===== src/rtl/dmem_pkg.sv =====
// rtl/dmem_pkg.sv - shared encodings for the data memory port arbiter
package dmem_pkg;

  localparam logic [1:0] W_BYTE  = 2'b00;
  localparam logic [1:0] W_HALF  = 2'b01;
  localparam logic [1:0] W_WORD  = 2'b10;
  localparam logic [1:0] W_DWORD = 2'b11;

  localparam logic [1:0] ST_IDLE  = 2'd0;
  localparam logic [1:0] ST_ISSUE = 2'd1;
  localparam logic [1:0] ST_WAIT  = 2'd2;
  localparam logic [1:0] ST_RESP  = 2'd3;

  localparam logic OWN_M0 = 1'b0;
  localparam logic OWN_M1 = 1'b1;

  typedef struct packed {
    logic        we;
    logic [63:0] addr;
    logic [63:0] wdata;
    logic [1:0]  width;
    logic        sext;
  } dmem_req_t;

endpackage


===== src/rtl/dmem_starve_arb.sv =====
// rtl/dmem_starve_arb.sv - m0-priority grant with an m1 starvation override
module dmem_starve_arb
  import dmem_pkg::*;
#(
  parameter int STARVE_LIMIT = 4,
  parameter int CNT_W        = 3
) (
  input  logic clk,
  input  logic rst,
  input  logic idle,
  input  logic m0_valid,
  input  logic m1_valid,
  output logic grant
);

  logic [CNT_W-1:0] starve_cnt;
  logic             override;

  always_comb begin
    override = (STARVE_LIMIT != 0) && (starve_cnt >= CNT_W'(STARVE_LIMIT));
    grant    = (m1_valid && (!m0_valid || override)) ? OWN_M1 : OWN_M0;
  end

  // Counts consecutive losses of a waiting m1; any IDLE cycle without such a loss clears it.
  always_ff @(posedge clk) begin
    if (rst) begin
      starve_cnt <= '0;
    end else if (idle) begin
      if (m1_valid && m0_valid && (grant == OWN_M0)) begin
        if (starve_cnt != '1) starve_cnt <= starve_cnt + CNT_W'(1);
      end else begin
        starve_cnt <= '0;
      end
    end
  end

endmodule


===== src/rtl/dmem_port_arbiter.sv =====
// rtl/dmem_port_arbiter.sv - two-requester arbiter for data_mem_unit port A
// One request in flight; address/width/sign stay registered until the read data is captured.
module dmem_port_arbiter
  import dmem_pkg::*;
#(
  parameter int READ_LAT     = 1,
  parameter int STARVE_LIMIT = 4,
  parameter int CNT_W        = 3
) (
  input  logic        clk,
  input  logic        rst,
  input  logic        m0_req_valid,
  output logic        m0_req_ready,
  input  logic        m0_we,
  input  logic [63:0] m0_addr,
  input  logic [63:0] m0_wdata,
  input  logic [1:0]  m0_width,
  input  logic        m0_sext,
  output logic        m0_rsp_valid,
  output logic [63:0] m0_rdata,
  input  logic        m1_req_valid,
  output logic        m1_req_ready,
  input  logic        m1_we,
  input  logic [63:0] m1_addr,
  input  logic [63:0] m1_wdata,
  input  logic [1:0]  m1_width,
  input  logic        m1_sext,
  output logic        m1_rsp_valid,
  output logic [63:0] m1_rdata,
  output logic        mem_en,
  output logic        mem_wea,
  output logic [63:0] mem_addr,
  output logic [63:0] mem_din,
  output logic [1:0]  mem_bit_width,
  output logic        mem_sign_extend,
  input  logic [63:0] mem_dout
);

  logic [1:0]  state;
  logic [1:0]  lat_cnt;
  logic        owner_q;
  logic        we_q;
  logic [63:0] rdata_q;
  logic        idle;
  logic        grant;
  dmem_req_t   req_sel;

  assign idle = (state == ST_IDLE) && !rst;

  dmem_starve_arb #(
    .STARVE_LIMIT(STARVE_LIMIT),
    .CNT_W       (CNT_W)
  ) u_arb (
    .clk     (clk),
    .rst     (rst),
    .idle    (idle),
    .m0_valid(m0_req_valid),
    .m1_valid(m1_req_valid),
    .grant   (grant)
  );

  assign m0_req_ready = idle && m0_req_valid && (grant == OWN_M0);
  assign m1_req_ready = idle && m1_req_valid && (grant == OWN_M1);

  always_comb begin
    req_sel = '{we: m0_we, addr: m0_addr, wdata: m0_wdata, width: m0_width, sext: m0_sext};
    if (grant == OWN_M1)
      req_sel = '{we: m1_we, addr: m1_addr, wdata: m1_wdata, width: m1_width, sext: m1_sext};
  end

  always_ff @(posedge clk) begin
    if (rst) begin
      state           <= ST_IDLE;
      lat_cnt         <= 2'd0;
      owner_q         <= OWN_M0;
      we_q            <= 1'b0;
      mem_addr        <= 64'd0;
      mem_din         <= 64'd0;
      mem_bit_width   <= W_BYTE;
      mem_sign_extend <= 1'b0;
      rdata_q         <= 64'd0;
    end else begin
      case (state)
        ST_IDLE: begin
          if (m0_req_ready || m1_req_ready) begin
            owner_q         <= grant;
            we_q            <= req_sel.we;
            mem_addr        <= req_sel.addr;
            mem_din         <= req_sel.wdata;
            mem_bit_width   <= req_sel.width;
            mem_sign_extend <= req_sel.sext;
            state           <= ST_ISSUE;
          end
        end
        ST_ISSUE: begin
          lat_cnt <= 2'(READ_LAT - 1);
          state   <= ST_WAIT;
        end
        ST_WAIT: begin
          if (lat_cnt == 2'd0) begin
            rdata_q <= we_q ? 64'd0 : mem_dout;
            state   <= ST_RESP;
          end else begin
            lat_cnt <= lat_cnt - 2'd1;
          end
        end
        default: state <= ST_IDLE;
      endcase
    end
  end

  assign mem_en  = (state == ST_ISSUE);
  assign mem_wea = mem_en && we_q;

  assign m0_rsp_valid = (state == ST_RESP) && (owner_q == OWN_M0);
  assign m1_rsp_valid = (state == ST_RESP) && (owner_q == OWN_M1);
  assign m0_rdata     = m0_rsp_valid ? rdata_q : 64'd0;
  assign m1_rdata     = m1_rsp_valid ? rdata_q : 64'd0;

endmodule


===== config.mk =====
export PLATFORM = sky130hd
export DESIGN_NAME = dmem_port_arbiter
export DESIGN_NICKNAME = d
export VERILOG_FILES = /design/src/rtl/dmem_pkg.sv /design/src/rtl/dmem_starve_arb.sv /design/src/rtl/dmem_port_arbiter.sv
export SDC_FILE = /design/constraint.sdc
export NUM_CORES = 1
export LEC_CHECK = 0
export ABC_AREA = 1
export BUFFER_PORTS_ARGS = -buffer_cell sky130_fd_sc_hd__buf_2
export CAP_MARGIN = 0
export CORE_AREA = 2 2 235 237
export DETAILED_ROUTE_END_ITERATION = 7
export DIE_AREA = 0 0 237 239
export MAX_ROUTING_LAYER = met4
export PLACE_DENSITY_LB_ADDON = 0.1
export SYNTH_ARGS = -nofsm -noshare
export SYNTH_HDL_FRONTEND = slang
export SYNTH_SLANG_ARGS = --single-unit

===== constraint.sdc =====
create_clock -name clk -period 1.4 [get_ports clk]
set_input_delay 0.28 -clock clk [delete_from_list [all_inputs] [get_ports clk]]
set_output_delay 0.28 -clock clk [all_outputs]
set_load 0.02 [all_outputs]

==> run summary, run 1 <==
syn avg cell area: 6.90 um^2
Overflow after GRT: 0
H-tree lvl count: 1
Root Driver: clkbuf_16
Synth async-reset ratio: 0
final period demand of the worst path: 2.06 ns
worst-path maximum fanout: 15
Reg power frac: 0.313
Num CTS Buffers: 27
initial core utilization: 0.179
Antenna Nets Post-Route: 0
num rows: 86
area of the multi-input gates: 0.00499 mm^2
Post-Synthesis Net Count: 1,749
post-synth cell types: 26
Fin. Hold Viols: 0
total design power: 27.5 mW
violated checks: negative setup slack
first-pass GRT wire length: 64,700 um
worst-margin pin slew: 0.814 ns
drt drc: 0
largest net degree at the start of global routing: 67
GPL Wtd Cong: 0.794
met3 usage: 0.0483
post-layout util: 0.308
DR vias/cell: 4.05
combinational power share: 0.451
startpoint class of the critical path: register
CTS tree: yes
dpl cells: 2,698
P per Cell Area: 1650 mW/mm^2
DIE AREA: 0.0566 mm^2
Routed WL: 45,200 um
Post-Layout Cell Count: 2,797
drt wl/cell: 16.2 um
Initial DRT Pass Iterations: 4
area of placed instances: 0.0147 mm^2
outcome: complete, but fails checks
initial antenna violation count: 15
Most Crowded Layer GR: met2
Setup CP Type: register to output port
# nets final: 2,403
Yosys top cell by area: dfxtp_1
detailed placer's ending HPWL: 35,500 um
ranking of synthesized cells by area: dfxtp_1, nand2_1, o21ai_0
FF+latch area: 0.00409 mm^2
height of the die: 239 um
CTS clk-pin slew, worst paths: 0.06 ns
Slew Limit Fails: 0
clock skew: 0.00941 ns
Hold WC Path Type: input pin to register
Yosys warning total: 0
Post-Syn Area: 0.00972 mm^2
vias: 11,300
Area Growth Syn to Fin: 72.0%
GRT Util Overall: 0.152
Worst Path Required: 1.12 ns
Ports: 597
Worst VDD drop: 602 uV
Place WS: -0.289 ns
worst-skew pair later-pin latency: 0.54 ns
Seq/Total Area, Yosys: 0.420
Worst setup EP type: output port
final setup TNS: -134.96 ns
vias in the first global route: 10,900
Clock Path Buffers: 3
Primary FF master, synth: dfxtp_1
Max-Cap Viols: 0
most common library cells after synthesis: nand2_1, inv_1, dfxtp_1, o21ai_0, nor2_1
die width: 237 um
switch share: 0.410
P_sw: 11.3 mW
share of cells above drive strength 1: 0.439
RSZ-0062 raised after global routing: true
Clock Sink Count: 204
Slew HR: 0.458
met2 Use GR: 0.260
I/O Buffers: 596
cells after synthesis: 1,410
register bit total from synthesis: 204
fillcell total: 5,990
Hold Worst Slack: 0.0330 ns
final worst slack: -0.656 ns
final instance area: 0.0167 mm^2
grt met1 use: 0.172
Max Clock Freq: 0.486 GHz
DRC marker count from the first detailed-route iteration: 400
final setup vio count: 341
WP data arrival: 1.78 ns
Yosys top cell area share: 0.420
Int Pwr: 16.2 mW
leak pwr: 8.14 nW
core footprint: 0.0543 mm^2
fin crit share: 1.47
most numerous cell in the Yosys netlist: nand2_1
clock network power share: 0.236
Post-synth EDFFs: 0
[power groups by stage]
stage	clock, mW	sequential, mW	combinational [mW]
2_1_floorplan	0	10.2	5.54
3_3_place_gp	0	8.70	11.7
3_5_place_dp	0	8.73	11.7
4_1_cts	6.81	8.64	11.9
5_1_grt	7.04	8.84	13.5
6_report	6.50	8.62	12.4
[state kept, by name, indices dropped and copies added, names as in the netlist]
signal and cells:
lat_cnt 2, mem_addr 64, mem_din 64, state 2, owner_q 1, mem_bit_width 2, rdata_q 64, we_q 1
mem_sign_extend 1, u_arb.starve_cnt 3
[per-layer routing]
| metal | routed length [um] | vias to the layer above |
|---|---|---|
| met3 | 3540 | 56 |
| met1 | 18800 | 5037 |
| met5 | 0 | - |
| met2 | 22000 | 383 |
| met4 | 891 | 0 |
| li1 | - | 5862 |
[final timing paths]
kind / startpoint / endpoint / slack [ns] / depth (start not counted)
setup / recovery: state[1] / m0_rdata[16] / -0.66 / 7
hold / removal: m1_addr[42] / mem_addr[42] / 0.03 / 3
setup reg to reg: state[1] / mem_addr[47] / -0.41 / 13
hold reg to reg: mem_din[46] / mem_din[46] / 0.46 / 2
[final cells by class]
cell class,count,area share
Sequential cell,204,0.245
Timing Repair Buffer,737,0.305
Antenna cell,11,0.00165
Clock buffer,44,0.0478
Multi-Input combinational cell,881,0.299
Tap cell,704,0.0527
Clock inverter,3,0.00112
Inverter,213,0.0488
[cells in the final DEF (no fill, tap or decap), types with 2 or more instances in the layout]
master,synthesis,routed
o21ai_0,173,163
nand2_2,1,3
nand3_2,0,4
nand3_1,136,132
nor2_2,0,46
dfxtp_1,204,201
inv_1,210,204
dlygate4sd3_1,0,16
buf_6,22,68
nand2_8,0,2
buf_16,0,2
inv_2,3,4
or2_2,2,2
clkbuf_16,0,35
inv_4,0,5
buf_2,21,509
dfxtp_4,0,2
nor2_4,1,77
a211oi_1,65,65
clkbuf_1,53,11
clkbuf_8,0,6
diode_2,0,11
buf_12,1,29
ha_4,0,3
ha_1,7,4
nand2_1,234,229
nand2_4,1,2
o21ai_2,0,3
nor2_1,138,16
buf_4,1,105
o21ai_1,50,57
a21oi_1,69,69
[critical path, stage by stage (launching register included)]
cell,delay [ns]
dfxtp_4,0.36
ha_4,0.13
inv_2,0.04
nor2_4,0.14
inv_8,0.11
clkbuf_16,0.20
nor2_4,0.07
buf_2,0.16
[cells by family (layout without fill, tap and decap cells)]
logic type	count (synthesis)	in the layout	share of synthesized area
AOI/OAI and AO/OA	360	360	0.204
DFF	204	204	0.420
buffers and inverters	325	997	0.149
adders and majority gates	7	7	0.00901
and+or+nand+nor	514	514	0.218
other	0	11	0
[what timing repair did]
action | in CTS | in global routing
setup endpoints to repair | 344 | 364
setup buffers | 2 | 15
hold endpoints to repair | 15 | 0
hold buffers | 16 | 0
pin swaps | 3 | 4
gates cloned | 0 | 8
gates resized for setup | 77 | 150
Note: power is estimated with default switching activity, not from simulation.
==> inputs of run 2 (changes only) <==
--- a/config.mk
+++ b/config.mk
@@ -12,7 +12,6 @@
 export DETAILED_ROUTE_END_ITERATION = 7
 export DIE_AREA = 0 0 237 239
 export MAX_ROUTING_LAYER = met4
-export PLACE_DENSITY_LB_ADDON = 0.1
 export SYNTH_ARGS = -nofsm -noshare
 export SYNTH_HDL_FRONTEND = slang
 export SYNTH_SLANG_ARGS = --single-unit
==> run 2 against run 1 <==
The run still ends with negative setup slack left; maximum frequency fell by 2.7%; register-to-register slack improved by 0.12 ns; cell area is 0.64% higher; cell count decreased by 0.21%; critical path depth shrank 1; via count down 0.38%; die area unchanged; critical endpoint is now m1_rdata[6].
==> run summary, run 2 (synthesis gave the netlist of run 1 again) <==
DR vias/cell: 4.05
Clock Sink Count: 204
slowest stage delay, CP: 0.37 ns
buffers and inverters on the worst path: 3
detailed placer's ending HPWL: 28,800 um
outcome: complete, but fails checks
fillcell total: 5,832
area of placed instances: 0.0145 mm^2
commonest non-fill, non-tap cell in the layout: buf_2
first-pass GRT wire length: 56,500 um
die width: 237 um
Worst VDD drop: 793 uV
share of cells above drive strength 1: 0.437
vias: 11,300
H-tree lvl count: 1
Slew HR: 0.747
Clock Path Buffers: 3
Slowest-stage cell, CP: dfxtp_4
clock skew: 0.0121 ns
Max-Cap Viols: 0
Hold WC Path Type: input pin to register
drt drc: 0
Max Clock Freq: 0.473 GHz
most frequent cells in the layout: buf_2, nand2_1, inv_1
Area Growth Syn to Fin: 73.1%
initial antenna violation count: 3
vias in the first global route: 10,200
final setup vio count: 326
Regs by FF count: mem_addr x64, mem_din x64, rdata_q x64
Routed WL: 39,500 um
DIE AREA: 0.0566 mm^2
GRT Util Overall: 0.129
final instance area: 0.0168 mm^2
worst-path maximum fanout: 16
DRC marker count from the first detailed-route iteration: 420
height of the die: 239 um
P per Cell Area: 1620 mW/mm^2
Hold Worst Slack: 0.0285 ns
Root Driver: clkbuf_16
most used cell, CP: buf_4
CTS tree: yes
Overflow after GRT: 0
WP data arrival: 1.83 ns
# nets final: 2,406
Initial DRT Pass Iterations: 5
FF+latch area: 0.00409 mm^2
fin crit share: 1.51
final worst slack: -0.714 ns
Ports: 597
final period demand of the worst path: 2.11 ns
num rows: 86
Slew Limit Fails: 0
drt wl/cell: 14.1 um
r2r setup slk: -0.29 ns
worst-skew pair later-pin latency: 0.54 ns
total design power: 27.2 mW
Fin. Hold Viols: 0
Num CTS Buffers: 25
CP cell instances: ha_4, buf_4, nand2_8, buf_4, nor2_2, buf_2
startpoint class of the critical path: register
Setup CP Type: register to output port
I/O Buffers: 596
Worst Path Required: 1.12 ns
Worst setup EP type: output port
GPL Wtd Cong: 0.821
CTS clk-pin slew, worst paths: 0.06 ns
Place WS: -0.232 ns
final setup TNS: -113.87 ns
leak pwr: 8.15 nW
worst-margin pin slew: 0.380 ns
area of the multi-input gates: 0.00495 mm^2
Antenna Nets Post-Route: 0
initial core utilization: 0.179
core footprint: 0.0543 mm^2
violated checks: negative setup slack
largest net degree at the start of global routing: 105
CP top delay family: buffers and inverters
RSZ-0062 raised after global routing: true
run 2: worst register-to-register path, stage by stage (launching register included):
cell and delay, ns:
dfxtp_4 0.36, inv_2 0.07, ha_4 0.15, inv_2 0.05, nor2_4 0.17, buf_6 0.14
o21ai_4 0.09, buf_12 0.17, buf_4 0.15, buf_8 0.15, o21ai_1 0.13
run 2: area by class of cell:
type | count | share of cell area
well taps | 704 | 0.0523
clock inverters | 10 | 0.00847
clock buffers | 36 | 0.0432
flip-flops and latches | 204 | 0.243
inverters | 213 | 0.0486
multi-input cells | 881 | 0.294
repair buffers | 741 | 0.309
repair inverters | 1 | 0.00119
diodes | 1 | 0.000149
run 2: worst paths after layout:
check / start / depth (start not counted) / end
worst max-delay path: state[0] / 6 / m1_rdata[6]
worst min register to register: lat_cnt[1] / 2 / lat_cnt[1]
worst min-delay path: m1_wdata[18] / 3 / mem_din[18]
worst max register to register: state[1] / 10 / mem_din[46]
run 2: what timing repair did:
| action | in CTS | in global routing |
|---|---|---|
| hold buffers | 23 | 0 |
| pin swaps | 6 | 4 |
| resized for setup | 157 | 116 |
| endpoints found under the setup margin | 336 | 349 |
| setup buffers | 5 | 8 |
| cloned | 4 | 7 |
| endpoints found under the hold margin | 19 | 0 |
run 2: through the flow:
stage                util  cells
CTS                 0.299   2775
global route        0.310   2791
floorplan               -   1410
global placement    0.268   2697
detailed placement  0.268   2697
finish              0.310   2791
run 2: layer usage:
layer  share of wire  up-vias  routed length [um]  global-route usage
met5               0        -                   0                   -
met2            0.49      438               19300               0.223
met1            0.42     4946               16600               0.149
li1                -     5852                   -                   -
met3           0.066       59                2600              0.0270
met4           0.027        0                1050              0.0422
run 2: power by group:
group / switching (mW) / leakage [nW] / internal (mW) / total (mW)
Combinational: 7.45 / 6.04 / 4.37 / 11.8
Sequential: 0.831 / 1.69 / 7.78 / 8.61
Clock: 2.62 / 0.425 / 4.17 / 6.79
Total: 10.9 / 8.15 / 16.3 / 27.2
